<file path="src/rtl/uart_upgrade_loader.sv">
// UART firmware-upgrade responder: parses SYNC/ADDR/LEN/DATA/CSUM frames into memory writes, ACK/NAK.
// Optional inter-byte timeout enabled by defining UPG_TIMEOUT_EN.
module uart_upgrade_loader #(
  parameter int unsigned ADDR_W      = 16,
  parameter int unsigned TIMEOUT_CYC = 500000,
  parameter logic [7:0]  SYNC_BYTE   = 8'h5A
) (
  input  logic              clk,
  input  logic              rst,
  input  logic              upgrade_en,
  input  logic              rx_valid,
  input  logic [7:0]        rx_data,
  input  logic              tx_busy,
  output logic              tx_wr_en,
  output logic [7:0]        tx_data,
  output logic              mem_we,
  output logic [ADDR_W-1:0] mem_addr,
  output logic [31:0]       mem_wdata,
  output logic              cpu_hold,
  output logic              done,
  output logic              err
);

  typedef enum logic [2:0] {
    StIdle, StAddr0, StAddr1, StLen0, StLen1, StData, StCsum, StResp
  } state_e;

  state_e            state_q;
  logic [15:0]       addr_q;
  logic [15:0]       len_q;
  logic [15:0]       word_idx_q;
  logic [1:0]        byte_cnt_q;
  logic [23:0]       shift_q;
  logic [7:0]        csum_q;
  logic              ok_q;
  logic [ADDR_W-1:0] word_addr;
  logic              in_frame;

  // Frame address is truncated (or extended) to the memory port width; wrap is silent.
  assign word_addr = ADDR_W'(addr_q) + ADDR_W'(word_idx_q);
  assign in_frame  = (state_q != StIdle) && (state_q != StResp);

`ifdef UPG_TIMEOUT_EN
  localparam int unsigned TmoW = $clog2(TIMEOUT_CYC + 1);
  logic [TmoW-1:0] tmo_q;
  logic            tmo_hit;

  assign tmo_hit = in_frame && !rx_valid && (tmo_q == TmoW'(TIMEOUT_CYC - 1));

  always_ff @(posedge clk) begin
    if (rst || !in_frame || rx_valid) begin
      tmo_q <= '0;
    end else begin
      tmo_q <= tmo_q + 1'b1;
    end
  end
`else
  logic unused_timeout;
  assign unused_timeout = (TIMEOUT_CYC != 0);
`endif

  always_ff @(posedge clk) begin
    if (rst) begin
      state_q    <= StIdle;
      addr_q     <= '0;
      len_q      <= '0;
      word_idx_q <= '0;
      byte_cnt_q <= '0;
      shift_q    <= '0;
      csum_q     <= '0;
      ok_q       <= 1'b0;
      tx_wr_en   <= 1'b0;
      tx_data    <= '0;
      mem_we     <= 1'b0;
      mem_addr   <= '0;
      mem_wdata  <= '0;
      cpu_hold   <= 1'b0;
      done       <= 1'b0;
      err        <= 1'b0;
    end else begin
      tx_wr_en <= 1'b0;
      mem_we   <= 1'b0;
      done     <= 1'b0;
      err      <= 1'b0;
      cpu_hold <= upgrade_en;

      if (!upgrade_en) begin
        // Abandoning a partial frame is reported; a pending response is silently dropped.
        err     <= in_frame;
        state_q <= StIdle;
`ifdef UPG_TIMEOUT_EN
      end else if (tmo_hit) begin
        err     <= 1'b1;
        state_q <= StIdle;
`endif
      end else begin
        case (state_q)
          StIdle: begin
            if (rx_valid && rx_data == SYNC_BYTE) begin
              csum_q  <= '0;
              state_q <= StAddr0;
            end
          end
          StAddr0: begin
            if (rx_valid) begin
              addr_q[7:0] <= rx_data;
              csum_q      <= csum_q ^ rx_data;
              state_q     <= StAddr1;
            end
          end
          StAddr1: begin
            if (rx_valid) begin
              addr_q[15:8] <= rx_data;
              csum_q       <= csum_q ^ rx_data;
              state_q      <= StLen0;
            end
          end
          StLen0: begin
            if (rx_valid) begin
              len_q[7:0] <= rx_data;
              csum_q     <= csum_q ^ rx_data;
              state_q    <= StLen1;
            end
          end
          StLen1: begin
            if (rx_valid) begin
              len_q[15:8] <= rx_data;
              csum_q      <= csum_q ^ rx_data;
              word_idx_q  <= '0;
              byte_cnt_q  <= '0;
              state_q     <= ({rx_data, len_q[7:0]} == 16'd0) ? StCsum : StData;
            end
          end
          StData: begin
            if (rx_valid) begin
              csum_q     <= csum_q ^ rx_data;
              shift_q    <= {rx_data, shift_q[23:8]};
              byte_cnt_q <= byte_cnt_q + 2'd1;
              if (byte_cnt_q == 2'd3) begin
                mem_we    <= 1'b1;
                mem_addr  <= word_addr;
                mem_wdata <= {rx_data, shift_q};
                if (word_idx_q == len_q - 16'd1) begin
                  state_q <= StCsum;
                end else begin
                  word_idx_q <= word_idx_q + 16'd1;
                end
              end
            end
          end
          StCsum: begin
            if (rx_valid) begin
              ok_q    <= (rx_data == csum_q);
              state_q <= StResp;
            end
          end
          StResp: begin
            if (!tx_busy) begin
              tx_wr_en <= 1'b1;
              tx_data  <= ok_q ? 8'h06 : 8'h15;
              done     <= ok_q;
              err      <= !ok_q;
              state_q  <= StIdle;
            end
          end
          default: state_q <= StIdle;
        endcase
      end
    end
  end

endmodule

</file>
<file path="config.mk">
export PLATFORM = sky130hd
export DESIGN_NAME = uart_upgrade_loader
export DESIGN_NICKNAME = d
export VERILOG_FILES = /design/src/rtl/uart_upgrade_loader.sv
export SDC_FILE = /design/constraint.sdc
export NUM_CORES = 1
export LEC_CHECK = 0
export CORE_UTILIZATION = 50
export CTS_CLUSTER_DIAMETER = 150
export DETAILED_ROUTE_END_ITERATION = 16
export GPL_ROUTABILITY_DRIVEN = 0
export HOLD_SLACK_MARGIN = 0.02
export PLACE_DENSITY = 0.79
export SYNTH_ARGS = -nofsm -noshare
export SYNTH_HDL_FRONTEND = slang
export SYNTH_SLANG_ARGS = --single-unit
</file>
<file path="constraint.sdc">
create_clock -name clk -period 4.27 [get_ports clk]
set_input_delay 1.0675 -clock clk [delete_from_list [all_inputs] [get_ports clk]]
set_output_delay 1.0675 -clock clk [all_outputs]
set_load 0.005 [all_outputs]
</file>
# Word-level counts from Yosys, hierarchy flattened
# Index checks and enable logic that the tools add are counted.
# totals
ff_bits	147
wordCells	106
# op_classes
addsub	4
eq_ne	24
muxes	29
bitwise_logic	6
reduce_logical	25
# op_table
op	n
16-bit two-way mux	4
16-bit one-hot mux with 2 select lines	1
3-bit two-way mux	10
3-bit one-hot mux with 8 select lines	1
2-bit inequality test (second input constant)	11
3-bit AND reduction	7
16-bit by 1-bit adder with 16-bit output (second input constant)	1
16-bit adder	1
16-bit == test	1
16-bit logical NOT	1
8-bit two-way mux	2
8-bit one-hot mux with 2 select lines	1
16-bit by 1-bit subtractor with 16-bit output (second input constant)	1
3-bit == test (second input constant)	4
4-bit AND reduction	3
10-bit AND reduction	1
8-bit by 7-bit == test with 1-bit output (second input constant)	1
8-bit == test	1
4-bit OR reduction	2
8-bit bitwise XOR	1
3-bit by 2-bit == test with 1-bit output (second input constant)	2
2-bit two-way mux	3
6-bit AND reduction	1
1-bit two-way mux	5
16 further kinds	22

# Depth between registers and ports, before layout
# depth
depth_word	6
mapped_depth	12
mapped_depth_nobuf	11

# Worst setup path before layout
# No wires, ideal clock.
# synth_timing
path_type	input to register
start	input upgrade_en
end	register len_q[0]
arrival_time_ns	2.641
t_required_ns	4.142
slack_ns	1.501
stages	5
n_path_buf	1
cell_sequence	clkbuf_1 nand2_1 nor3_1 mux2i_1 nor2_1
# synth_between
elab_chain_len	1
# synth_lines
element	line_no	source
start: declaration	10	input logic upgrade_en,
3-bit AND reduction (no line)	-	
end signal: assignment	120	len_q[7:0] <= rx_data;
end: declaration	30	logic [15:0] len_q;
# Every way passes these cells.
# A chain may end at the register's enable or synchronous reset.

# Worst setup path in the final report
# layout_timing
start	register len_q[0]
end	register word_idx_q[1]
# layout_between
elab_chain_len	4
# layout_lines
element	line_no	source
16-bit by 1-bit subtractor with 16-bit output	143	if (word_idx_q == len_q - 16'd1) begin
16-bit == test	143	
2-bit inequality test (no line)	-	
6-bit AND reduction (no line)	-	
end signal: assignment	146	word_idx_q <= word_idx_q + 16'd1;
end: declaration	31	logic [15:0] word_idx_q;
# Every way passes these cells.

==> summary.md <==
| Metric | Value |
|---|---|
| Pwr Total | `2.88 mW` |
| Total Wirelength | `17000 microns` |
| Critical Path Max Stage Delay | `0.73 ns` |
| Initial Utilization | `51.7%` |
| Register bit total from synthesis | `142` |
| First-pass DRT Iterations | `5` |
| Bufs and invs on worst path | `1` |
| GR Util All Layers | `24.1%` |
| Asr flop ratio synth | `0%` |
| LEAKAGE | `2.98 nW` |
| Post-synth EDFFs | `0` |
| Placed insts | `1069` |
| Drt wl/cell | `15.4 microns` |
| Worst path required time | `4.63 ns` |
| Clk slew on worst S/H paths | `0.06 ns` |
| Hold_buf cts | `0` |
| Most frequent cells in the layout | `166 x nand2_1, 142 x dfxtp_1, 100 x a21oi_1` |
| Unique masters post-synth | `67` |
| Setup Viol. Count Final | `0` |
| Share of cells above drive strength 1 | `7.89%` |
| Syn_area_per_cell | `8.03 sq um` |
| # DRC | `0` |
| Row count | `42` |
| Final std cells w/o fill | `1101` |
| Register area share after synthesis | `41.0%` |
| CP Launch Type | `register` |
| Global-route wire length before repair | `27600 microns` |
| Post-CTS Setup Inserts | `0` |
| Via count | `6245` |
| Port buffer count | `69` |
| Core area | `13400 sq um` |
| Peak supply drop | `0.385 mV` |
| Synthesis-to-finish area growth | `20.1%` |
| H-tree levels | `4` |
| Setup WS pre-CTS | `0.806 ns` |
| Die Span Y | `120 microns` |
| Hold WC Path Type | `register to register` |
| Diode count | `0` |
| Pwr/cell area | `346 nW/um^2` |
| Unrepaired setup endpoints after global routing | `false` |
| Number of global-route vias before repair | `5611` |
| CTS root buffer | `clkbuf_16` |
| Worst path top cell family by delay | `simple AND/OR/NAND/NOR gates` |
| Mapped Area | `6930 sq um` |
| Die Span X | `120 microns` |
| Post-route setup TNS | `0 ns` |
| Fin. Hold Viols | `0` |
| Predominant post-synthesis flop cell | `dfxtp_1` |
| Latest clock arrival within the worst-skew pair | `0.42 ns` |
| Final min period | `3.40 ns` |
| Yosys warns | `0` |
| Period utilisation layout | `79.7%` |
| CTS tree | `built` |
| Clk sinks | `142` |
| Nets | `945` |
| CP max stage cell | `o21ai_2` |
| DR iter-0 viols | `514` |
| Post-DRT Antenna Nets | `0` |
| Post-CTS sizing | `0` |
| Die ar. | `14300 sq um` |
| Slew Viols, Final | `0` |
| Setup crit end kind | `register` |
| Most common cell after layout, fill and taps aside | `nand2_1` |
| Gr ovfl total | `0` |
| CP Max Fanout | `26` |
| Cells after synthesis | `863` |
| DPL Wire Length | `11500 microns` |
| Worst-margin pin slew | `0.886 ns` |
| Critical path class | `register to register` |
| Max-cap viol count | `0` |
| IO Count | `74` |
| CTS Buf Count | `17` |
| Max Freq | `294 MHz` |
| Post-route cell area | `8320 sq um` |
| Post-DP Area | `7730 sq um` |
| Number of vias per cell | `5.67` |
| Critical Path, Cell by Cell | `inv_1 > ha_1 > or3b_2 > nor4_4 > or4b_2 > o211ai_1 > o211ai_2 > o21ai_2 > mux2_2 > nor2_1` |
| Antenna violations before repair | `0` |
| Setup ws final | `0.869 ns` |
| Arr. time, crit path | `3.76 ns` |
| Bufs on Longest Clock Path | `2` |
| Worst Skew | `0.00797 ns` |
| Worst slew margin | `40.9%` |
| Status | `complete, no violations` |
| Pin count of the biggest net entering global routing | `49` |
[through the flow]
step           hold slack, ns  utilization [%]
6_report                0.448             62.1
5_1_grt                 0.461             62.1
4_1_cts                 0.451             62.1
3_5_place_dp            0.443             57.7
3_3_place_gp            0.437             57.7
2_1_floorplan           0.432                -
[cells in the mapped netlist (6+ instances only)]
master | number | area [sq um]
dfxtp_1 | 142 | 2840
a21oi_1 | 100 | 500
o21a_1 | 6 | 45.0
xor2_1 | 12 | 105
or3_1 | 15 | 93.8
or4_1 | 11 | 82.6
nand2b_1 | 6 | 37.5
clkbuf_1 | 46 | 173
a21o_1 | 7 | 52.6
or2_2 | 7 | 43.8
nor4_1 | 9 | 56.3
nor3_1 | 14 | 70.1
xnor2_1 | 15 | 131
nand2_1 | 166 | 623
nor2_1 | 78 | 293
a211oi_1 | 7 | 52.6
ha_1 | 19 | 238
inv_1 | 23 | 86.3
o21ai_0 | 24 | 120
o211ai_1 | 9 | 67.6
nand3_1 | 19 | 95.1
mux2i_1 | 35 | 350
[logic make-up (layout without fill, tap and decap cells)]
kind of cell    after synthesis  after routing  share of synthesized area [%]
compound gates              188            188                           16.4
buf+inv                      84            143                           5.20
simple gates                365            365                           25.0
fa+ha+maj                    20             20                           3.72
other cells                   1              4                         0.0541
xor+xnor                     27             27                           3.41
flops                       142            142                           41.0
mux                          36             36                           5.22
[registers in the layout, summed over array words and instances, names as in the netlist, 3 cells and up]
register / flops
addr_q: 16
csum_q: 8
len_q: 16
mem_addr: 16
mem_wdata: 32
shift_q: 24
state_q: 3
tx_data: 3
word_idx_q: 16
[layout make-up]
type	instances	area (sq um)
Clock inverter	15	170
Inverter	23	86.3
Fill cell	1153	5080
Sequential cell	142	2840
Multi-Input combinational cell	640	3750
Clock buffer	17	425
Timing Repair Buffer	88	831
Tap cell	176	220
[path summary, 6_finish.rpt]
| check | start | endpoint | slack, ns | depth (start not counted) |
|---|---|---|---|---|
| setup / recovery | len_q[0]$_SDFFE_PP0P_ | word_idx_q[1]$_SDFFE_PP0P_ | 0.87 | 10 |
| hold / removal | mem_addr[14]$_SDFFE_PP0P_ | mem_addr[14]$_SDFFE_PP0P_ | 0.45 | 2 |
| setup reg to reg | len_q[0]$_SDFFE_PP0P_ | word_idx_q[1]$_SDFFE_PP0P_ | 0.87 | 10 |
| hold reg to reg | mem_addr[14]$_SDFFE_PP0P_ | mem_addr[14]$_SDFFE_PP0P_ | 0.45 | 2 |
[power breakdown]
part / internal, mW / total, mW / switching, mW
clock: 0.835 / 1.48 / 0.648
sequential: 1.32 / 1.32 / 0.000192
combinational: 0.0208 / 0.0685 / 0.0478
total: 2.18 / 2.88 / 0.696
[metal layers]
| layer | share of wire [%] | wire length, microns | GRT usage (%) |
|---|---|---|---|
| met1 | 46 | 7750 | 31.3 |
| met2 | 46 | 7850 | 38.2 |
| met3 | 5.6 | 946 | 5.80 |
| met4 | 2.4 | 413 | 10.4 |
| met5 | 0 | 0 | 0 |
[tightest hold or removal path, delay by kind of cell, from the launching register on]
kind | cells | cell delay (ns)
AOI/OAI and AO/OA | 1 | 0.05
DFF | 1 | 0.31
and+or+nand+nor | 1 | 0.05
Power figures use the tool's default switching activity.
